===== src/rtl/membus_arb_pkg.sv =====
// Shared types and helpers for the N-master memory-bus arbiter.
package membus_arb_pkg;

  localparam int unsigned XLEN              = 32;
  localparam int unsigned MEMBUS_DATA_WIDTH = 32;

  typedef enum logic {
    FIXED = 1'b0,
    RR    = 1'b1
  } arb_mode_e;

  // Master ID width; a single master still needs one bit to carry an ID.
  function automatic int unsigned id_width(input int unsigned n);
    return (n <= 2) ? 1 : $clog2(n);
  endfunction

endpackage


===== src/rtl/arb_id_fifo.sv =====
// In-order FIFO of granted master IDs used to route slave responses back.
module arb_id_fifo #(
  parameter int unsigned ID_W  = 1,
  parameter int unsigned DEPTH = 4
) (
  input  logic                     clk,
  input  logic                     rst,
  input  logic                     i_push,
  input  logic [ID_W-1:0]          i_id,
  input  logic                     i_pop,
  output logic [ID_W-1:0]          o_head,
  output logic                     o_full,
  output logic                     o_empty,
  output logic [$clog2(DEPTH):0]   o_count
);

  localparam int unsigned PW    = (DEPTH > 1) ? $clog2(DEPTH) : 1;
  localparam int unsigned SLOTS = 1 << PW;
  localparam int unsigned CW    = $clog2(DEPTH) + 1;

  logic [ID_W-1:0] r_mem [SLOTS];
  logic [PW-1:0]   r_wr;
  logic [PW-1:0]   r_rd;
  logic [CW-1:0]   r_count;
  logic            w_push;
  logic            w_pop;

  assign o_full  = (r_count == CW'(DEPTH));
  assign o_empty = (r_count == '0);
  assign o_count = r_count;
  assign o_head  = r_mem[r_rd];
  assign w_push  = i_push && !o_full;
  assign w_pop   = i_pop && !o_empty;

  // ID storage; contents are only meaningful between the pointers, so no reset.
  always_ff @(posedge clk) begin
    if (w_push) r_mem[r_wr] <= i_id;
  end

  // Pointers wrap at DEPTH; occupancy is tracked in its own counter.
  always_ff @(posedge clk or negedge rst) begin
    if (!rst) begin
      r_wr    <= '0;
      r_rd    <= '0;
      r_count <= '0;
    end else begin
      if (w_push) r_wr <= (r_wr == PW'(DEPTH - 1)) ? '0 : r_wr + PW'(1);
      if (w_pop)  r_rd <= (r_rd == PW'(DEPTH - 1)) ? '0 : r_rd + PW'(1);
      case ({w_push, w_pop})
        2'b10:   r_count <= r_count + CW'(1);
        2'b01:   r_count <= r_count - CW'(1);
        default: r_count <= r_count;
      endcase
    end
  end

endmodule


===== src/rtl/membus_arbiter_n.sv =====
// N-master to single-slave memory-bus arbiter with grant lock and in-order response routing.
module membus_arbiter_n
  import membus_arb_pkg::*;
#(
  parameter int unsigned NUM_MASTERS     = 2,
  parameter int unsigned ADDR_WIDTH      = XLEN,
  parameter int unsigned DATA_WIDTH      = MEMBUS_DATA_WIDTH,
  parameter int unsigned MAX_OUTSTANDING = 4,
  parameter int unsigned RR_MODE         = 1
) (
  input  logic                                clk,
  input  logic                                rst,
  input  logic [NUM_MASTERS-1:0]              m_valid,
  output logic [NUM_MASTERS-1:0]              m_ready,
  input  logic [NUM_MASTERS*ADDR_WIDTH-1:0]   m_addr,
  input  logic [NUM_MASTERS-1:0]              m_wen,
  input  logic [NUM_MASTERS*DATA_WIDTH-1:0]   m_wdata,
  input  logic [NUM_MASTERS*DATA_WIDTH/8-1:0] m_wmask,
  output logic [NUM_MASTERS-1:0]              m_rvalid,
  output logic [DATA_WIDTH-1:0]               m_rdata,
  output logic                                s_valid,
  input  logic                                s_ready,
  output logic [ADDR_WIDTH-1:0]               s_addr,
  output logic                                s_wen,
  output logic [DATA_WIDTH-1:0]               s_wdata,
  output logic [DATA_WIDTH/8-1:0]             s_wmask,
  input  logic                                s_rvalid,
  input  logic [DATA_WIDTH-1:0]               s_rdata,
  output logic [$clog2(MAX_OUTSTANDING):0]    outstanding,
  output logic                                err_orphan
);

  localparam int unsigned IW   = id_width(NUM_MASTERS);
  localparam int unsigned MW   = DATA_WIDTH / 8;
  localparam arb_mode_e   MODE = (RR_MODE != 0) ? RR : FIXED;

  logic          r_lock;
  logic [IW-1:0] r_grant;
  logic [IW-1:0] r_rr_ptr;
  logic          r_err_orphan;
  logic [IW-1:0] w_base;
  logic [IW-1:0] w_arb_grant;
  logic [IW-1:0] w_grant;
  logic          w_found;
  logic          w_full;
  logic          w_empty;
  logic          w_s_valid;
  logic          w_issue;
  logic [IW-1:0] w_head;

  // Fixed priority is a round-robin search that always starts just after the last index.
  assign w_base = (MODE == RR) ? r_rr_ptr : IW'(NUM_MASTERS - 1);

  // Pick the first requester after w_base, wrapping modulo NUM_MASTERS.
  always_comb begin
    w_arb_grant = '0;
    w_found     = 1'b0;
    for (int unsigned k = 1; k <= NUM_MASTERS; k++) begin
      for (int unsigned i = 0; i < NUM_MASTERS; i++) begin
        if (!w_found && m_valid[i] && (((32'(w_base) + k) % NUM_MASTERS) == i)) begin
          w_arb_grant = IW'(i);
          w_found     = 1'b1;
        end
      end
    end
  end

  assign w_grant   = r_lock ? r_grant : w_arb_grant;
  assign w_s_valid = rst && (|m_valid) && !w_full;
  assign w_issue   = w_s_valid && s_ready;
  assign s_valid   = w_s_valid;
  assign m_rdata   = s_rdata;
  assign err_orphan = r_err_orphan;

  // Route the granted master's payload to the slave and its handshake back.
  always_comb begin
    s_addr  = '0;
    s_wdata = '0;
    s_wmask = '0;
    s_wen   = 1'b0;
    m_ready = '0;
    for (int unsigned i = 0; i < NUM_MASTERS; i++) begin
      if (w_grant == IW'(i)) begin
        s_addr     = m_addr[i*ADDR_WIDTH +: ADDR_WIDTH];
        s_wdata    = m_wdata[i*DATA_WIDTH +: DATA_WIDTH];
        s_wmask    = m_wmask[i*MW +: MW];
        s_wen      = m_wen[i] && w_s_valid;
        m_ready[i] = w_issue;
      end
    end
  end

  // Steer each slave response to the master at the head of the ID FIFO.
  always_comb begin
    m_rvalid = '0;
    for (int unsigned i = 0; i < NUM_MASTERS; i++) begin
      m_rvalid[i] = rst && s_rvalid && !w_empty && (w_head == IW'(i));
    end
  end

  // Grant lock holds a stalled request steady; rr_ptr moves only on issue.
  always_ff @(posedge clk or negedge rst) begin
    if (!rst) begin
      r_lock       <= 1'b0;
      r_grant      <= '0;
      r_rr_ptr     <= IW'(NUM_MASTERS - 1);
      r_err_orphan <= 1'b0;
    end else begin
      if (w_issue) begin
        r_lock   <= 1'b0;
        r_rr_ptr <= w_grant;
      end else if (w_s_valid) begin
        r_lock  <= 1'b1;
        r_grant <= w_grant;
      end
      if (s_rvalid && w_empty) r_err_orphan <= 1'b1;
    end
  end

  arb_id_fifo #(
    .ID_W  (IW),
    .DEPTH (MAX_OUTSTANDING)
  ) u_id_fifo (
    .clk     (clk),
    .rst     (rst),
    .i_push  (w_issue),
    .i_id    (w_grant),
    .i_pop   (s_rvalid),
    .o_head  (w_head),
    .o_full  (w_full),
    .o_empty (w_empty),
    .o_count (outstanding)
  );

endmodule


===== config.mk =====
export PLATFORM = sky130hd
export DESIGN_NAME = membus_arbiter_n
export DESIGN_NICKNAME = d
export VERILOG_FILES = /design/src/rtl/membus_arb_pkg.sv /design/src/rtl/arb_id_fifo.sv /design/src/rtl/membus_arbiter_n.sv
export SDC_FILE = /design/constraint.sdc
export NUM_CORES = 1
export LEC_CHECK = 0
export ABC_AREA = 1
export CORE_AREA = 2 2 111 113
export CTS_CLUSTER_DIAMETER = 30
export DETAILED_ROUTE_END_ITERATION = 10
export DIE_AREA = 0 0 113 115
export DONT_BUFFER_PORTS = 1
export GPL_ROUTABILITY_DRIVEN = 0
export PLACE_DENSITY_LB_ADDON = 0.05
export SYNTH_ARGS = -nofsm -noshare
export SYNTH_HDL_FRONTEND = slang
export SYNTH_SLANG_ARGS = --single-unit

===== constraint.sdc =====
create_clock -name clk -period 1.85 [get_ports clk]
set_input_delay 0.37 -clock clk [delete_from_list [all_inputs] [get_ports clk]]
set_output_delay 0.37 -clock clk [all_outputs]
set_load 0.05 [all_outputs]

[Word-level counts from Yosys, hierarchy flattened]
Memory sizes are Yosys's and may differ from the RTL's.
Index checks and enable logic that the tools add are counted.
Operators by class
  mux-type cells: 20
  magnitude comparators: 0
  $mul: 0
  equal/unequal tests: 5
  bitwise logic cells: 2
  add/sub/neg operators: 6
  divide/modulo/power cells: 0
  shifts and indexed selects: 0
  reductions and logical operators: 31
Operators with widths (number)
  $logic_not A32 Y1: 2
  $mux W32: 2
  $logic_and A1 B1 Y1: 19
  $mux W1: 14
  $eq A2 B2 Y1 const B: 3
  $pmux W3 S2: 1
  $logic_not A1 Y1: 5
  $add A2 B1 Y2 const B: 2
  $mux W2: 2
  $mux W4: 1
  $reduce_bool A2 Y1: 2
  $add A3 B1 Y3 const B: 1
  $eq A3 B3 Y1 const B: 1
  $logic_not A3 Y1: 1
  $sub A3 B1 Y3 const B: 1
  $add A1 B1 Y1 const B: 2
  $eq A2 B1 Y1 const B: 1
  $not A1 Y1: 2
  $reduce_and A2 Y1: 1
  $reduce_or A2 Y1: 1
Storage, ports and cells
  output and inout port bits: 110
  bits in writable memories: 4
  ROM bits: 0
  memories kept: 1
  word-level logic and storage cells: 72
  latch bits: 0
  flip-flop bits (word level): 11
Memories
  u_id_fifo.r_mem: depth 4, width 1, read ports 1, clocked after Yosys merged registers in 0, write ports 1, RTL line arb_id_fifo.sv:21  | logic [ID_W-1:0] r_mem [SLOTS];

[Logic depth before layout (Yosys ltp)]
  word-level depth: 18
  gate-level depth with buffers: 11
  gate-level depth less buffers: 11

[By module]
From an unflattened synthesis, not the netlist that was laid out.
Unflattened totals
  cell total of the unflattened synthesis: 361
  area, all modules: 2000.7 um2
Modules (own cells, without submodules)
  membus_arbiter_n: sequential area each 101.3 um2, cells an instance 289, area each 1355.0 um2, times used 1
  arb_id_fifo: sequential area each 295.3 um2, cells an instance 72, area each 645.6 um2, times used 1

[Worst setup path before layout]
OpenSTA, ideal clock, no wires.
  kind: register to output
  from: register u_id_fifo.r_count[0], in the netlist u_id_fifo.o_count[0]
  to: output s_wen
  data required time: 1480 ps
  stages on the path, launching flop included: 7
  arrival: 2489 ps
  slack: -1009 ps
  path through: dfrtp_1 > inv_1 > nand2_1 > nor2_1 > nor2_1 > nand2_1 > nor2_1
On the way
  longest elaborated chain between the ends: 5
  elaborated cells between the ends (all ways): 6
  those cells by class: eq/ne (1); mux (1); reduce/logical (4)
RTL lines
  start, declared: RTL line arb_id_fifo.sv:24  | logic [CW-1:0] r_count;
  start signal, assigned: RTL line arb_id_fifo.sv:50  | 2'b10: r_count <= r_count + CW'(1);
  start signal, assigned: RTL line arb_id_fifo.sv:51  | 2'b01: r_count <= r_count - CW'(1);
  start signal, assigned: RTL line arb_id_fifo.sv:52  | default: r_count <= r_count;
  $eq A3 B3 Y1 (*): RTL line arb_id_fifo.sv:28  | assign o_full = (r_count == CW'(DEPTH));
  $logic_not A1 Y1 (*): RTL line membus_arbiter_n.sv:69  | assign w_s_valid = rst && (|m_valid) && !w_full;
  $logic_and A1 B1 Y1 (*): RTL line membus_arbiter_n.sv:69
  named net s_valid: RTL line membus_arbiter_n.sv:21  | output logic s_valid,
  $logic_and A1 B1 Y1: RTL line membus_arbiter_n.sv:87  | s_wen = m_wen[i] && w_s_valid;
  $mux W1 (*): RTL line membus_arbiter_n.sv:83  | if (w_grant == IW'(i)) begin
  end, declared: RTL line membus_arbiter_n.sv:24  | output logic s_wen,
The timed path passes the listed nets; every way through them passes the cells marked *.

[Worst setup path in the final report]
  from: register r_rr_ptr
  to: output s_addr[15]
On the way
  longest elaborated chain between the ends: 18
  elaborated cells between the ends (all ways): 22
  those cells by class: add/sub (2); mux (8); reduce/logical (12)
RTL lines
  start, declared: RTL line membus_arbiter_n.sv:39  | logic [IW-1:0] r_rr_ptr;
  start signal, assigned: RTL line membus_arbiter_n.sv:106  | r_rr_ptr <= IW'(NUM_MASTERS - 1);
  start signal, assigned: RTL line membus_arbiter_n.sv:111  | r_rr_ptr <= w_grant;
  $add A1 B1 Y1: RTL line membus_arbiter_n.sv:60  | if (!w_found && m_valid[i] && (((32'(w_base) + k) % NUM_MASTERS) == i)) begin
  $logic_not A32 Y1: RTL line membus_arbiter_n.sv:60
  $logic_and A1 B1 Y1: RTL line membus_arbiter_n.sv:60
  $mux W1: RTL line membus_arbiter_n.sv:60
  $logic_not A1 Y1: RTL line membus_arbiter_n.sv:60
  $logic_and A1 B1 Y1 (2 in a row): RTL line membus_arbiter_n.sv:60
  $mux W1: RTL line membus_arbiter_n.sv:60
  $logic_not A1 Y1: RTL line membus_arbiter_n.sv:60
  $logic_and A1 B1 Y1 (2 in a row): RTL line membus_arbiter_n.sv:60
  $mux W1: RTL line membus_arbiter_n.sv:60
  $logic_not A1 Y1: RTL line membus_arbiter_n.sv:60
  $logic_and A1 B1 Y1 (2 in a row): RTL line membus_arbiter_n.sv:60
  $mux W1 (*): RTL line membus_arbiter_n.sv:60
  $mux W1 (*): RTL line membus_arbiter_n.sv:68  | assign w_grant = r_lock ? r_grant : w_arb_grant;
  $mux W32 (*): RTL line membus_arbiter_n.sv:83
  end, declared: RTL line membus_arbiter_n.sv:23  | output logic [ADDR_WIDTH-1:0] s_addr,
Every way passes the cells marked *; elsewhere a longest branch is shown, timed or not.

==> summary.md <==
| Metric | Value |
|---|---|
| Die Width | `113 um` |
| Failing checks | `design-rule violations, negative setup slack` |
| Drt first-iter violations | `69` |
| Netlist cell types | `25` |
| TritonCTS clock tree | `done` |
| Routed WL per cell | `17.83 um` |
| Reg2Reg Capture Point | `u_id_fifo.o_count[2]` |
| Fin Hold WS | `0.2546 ns` |
| Post-DP Area | `3460 um2` |
| Critical path buffers and inverters | `3` |
| Tmin final | `2.031 ns` |
| Vias/cell | `4.253` |
| HP Class | `primary input to flip-flop` |
| Die Y | `115 um` |
| Fin nets | `609` |
| Hold EP | `err_orphan` |
| Maximum vdd drop | `808.2 uV` |
| H-tree depth | `1` |
| Setup Viol. Count Final | `70` |
| Req. time, crit path | `1.48 ns` |
| Vias in the first global route | `2267` |
| Crit-path cells | `nand2_2, nand3_4, nand2_8, buf_12, clkbuf_16, nand2_1, nand2_2, buf_12` |
| CTS Buf Count | `3` |
| R2R depth | `11` |
| Area Overhead vs Synth | `124.3%` |
| Pleak | `0.002114 uW` |
| Worst setup EP type | `output port` |
| Period utilization | `1.098` |
| Final Hold Vio Count | `0` |
| Detailed-route DRC error count | `7` |
| Ports | `286` |
| Design Area, Final | `4380 um2` |
| Final WL | `10.20 mm` |
| Pre-Repair DR Iteration Count | `7` |
| Critical path's largest stage delay | `0.53 ns` |
| Clock sink total | `15` |
| Largest cells by area after synthesis | `nand2_1, dfrtp_1, buf_4` |
| Top delay family on crit path | `flip-flops` |
| Max Fclk | `492.3 MHz` |
| Yosys warnings | `0` |
| FF-to-FF Start | `u_id_fifo.o_count[2]` |
| Synthesized area | `1953 um2` |
| Tot Pwr | `9454 uW` |
| Worst Skew | `0.002637 ns` |
| Maxcap violations | `0` |
| First-pass GRT wire length | `12.77 mm` |
| Beginning of the worst hold path | `s_rvalid` |
| Reg area | `400.4 um2` |
| Outcome | `complete, but fails checks` |
| Post-route ant nets | `0` |
| Pwr per Cell Area | `2158 nW/um2` |
| Clock Latency Late Sink | `0.25 ns` |
| Largest fanout on the critical path | `10` |
| Layout Utilization | `0.3709` |
| Worst setup margin | `-0.1813 ns` |
| Startpoint types | `flip-flop` |
| Multi-input logic area | `1620 um2` |
| Post-Syn Nets | `537` |
| Uppermost layer routed | `met4` |
| CP max stage cell | `dfstp_2` |
| Fillers | `1218` |
| Clock transition at path regs | `0.05 ns` |
| Starting Density | `0.1654` |
| RSZ-0062 raised after global routing | `yes` |
| Clock buffer depth | `2` |
| Cells on Worst Hold Path | `2` |
| WL met1 | `3.958 mm` |
| DR WL met3 | `785 um` |
| Detailed-route via count | `2433` |
| Cell taking the most area after synthesis | `nand2_1` |
| WL met2 | `5.356 mm` |
| Port bufs | `0` |
| Diodes inserted | `0` |
| Total grt overflow | `0` |
| Seq/Total Area, Yosys | `0.2031` |
| Hpwl dp | `7.477 mm` |
| Yosys reg bits | `15` |
| Flop-to-flop setup slack | `0.07 ns` |
| Synth top area share | `0.4363` |
| Row Count | `40` |
| Relative slew slack | `0.6412` |
| Slew at the pin closest to its max-slew limit | `0.5365 ns` |
| Die Footprint | `13000 um2` |
| Slew Limit Fails | `0` |
| Place WS | `0.06316 ns` |
| Cell count after synthesis | `354` |
| Largest net degree at the start of global routing | `41` |
| Post-Syn Area per Cell | `5.517 um2` |
| Layout cells sized above 1 | `0.6047` |
| Core Box Area | `11810 um2` |
| Crit Path Category | `flip-flop to output port` |
| Initial antenna violation count | `0` |
| Total GRT Usage | `0.1265` |
| Root Driver | `clkbuf_16` |
| Data arrival time of the worst path | `1.66 ns` |
per-stage QoR:
stage	cells	TNS, ns
2_1_floorplan	354	-0.01143
3_3_place_gp	541	0
3_5_place_dp	541	0
4_1_cts	551	-11.51
5_1_grt	572	-14.77
6_report	572	-9.887
kinds of logic after synthesis:
group | Yosys count | synth area share
simple gates | 256 | 0.5138
buf+inv | 67 | 0.2063
flops | 15 | 0.2031
compound gates | 7 | 0.01922
fa+ha+maj | 7 | 0.04869
xor+xnor | 2 | 0.008970
sequential cells by signal (all words and copies together), names as in the netlist:
signal / flops
u_id_fifo.r_mem: 4
u_id_fifo.r_wr: 2
r_grant: 1
r_lock: 1
r_rr_ptr: 1
err_orphan: 1
u_id_fifo.o_count: 3
u_id_fifo.r_rd: 2
synth_stat cells, drive strengths merged:
cell,n
fa,1
nand2,228
o21ai,5
nand3,10
clkbuf,1
nand3b,1
a21oi,1
edfxtp,4
ha,6
nand4,2
dfstp,1
xnor2,1
buf,45
nor3,1
dfrtp,10
o21bai,1
nor2,13
and2,1
inv,21
xor2,1
cell type report:
type | count | share of cell area
Timing Repair Buffer | 113 | 0.4559
Multi-Input combinational cell | 272 | 0.3699
Sequential cell | 15 | 0.09140
Tap cell | 147 | 0.04199
Inverter | 21 | 0.02285
Clock buffer | 4 | 0.01799
worst max path at each step:
stage                     slack (ns)    endpoint                  from  depth (start not counted)
after CTS                      -0.21  s_wdata[0]                r_lock                          8
after global placement          0.08  s_wdata[2]              r_rr_ptr                          8
after global routing           -0.25  s_wdata[9]              r_rr_ptr                          8
after detailed placement        0.06  s_wdata[0]                r_lock                          8
after floorplan                -0.01  m_ready[1]  u_id_fifo.o_count[0]                          6
final                          -0.18  s_addr[15]              r_rr_ptr                          8
layout by cell type (no fill, tap or decap), types with 2 or more instances in the layout:
master and instances:
inv_4 4, nand2_1 109, clkbuf_16 10, nor2_1 9
inv_1 14, o21ai_0 5, nand4_1 2, buf_4 23
nand2_4 13, nand2_2 105, dfrtp_1 7, nand3_1 5
ha_1 5, nand3_4 5, nor2_4 3, buf_12 79
edfxtp_1 4, dfrtp_2 3, buf_8 2
report_power, final:
part / internal [uW] / total [uW] / switching [uW]
sequential: 486 / 611 / 125
combinational: 3770 / 8410 / 4650
clock: 292 / 429 / 137
total: 4540 / 9450 / 4910
metal layers:
metal,global-route usage,vias up
met3,0.04164,9
met4,0.02520,0
li1,-,1175
met1,0.1368,1118
met5,0,-
met2,0.2411,131
timing repair:
item | in CTS | in global routing
hold endpoints to repair | 11 | 0
hold buffers | 1 | 0
resized for setup | 9 | 147
pin swaps | 1 | 22
gates cloned | 0 | 9
setup buffers | 5 | 12
endpoints found under the setup margin | 71 | 73
(Power assumes the default switching activity.)
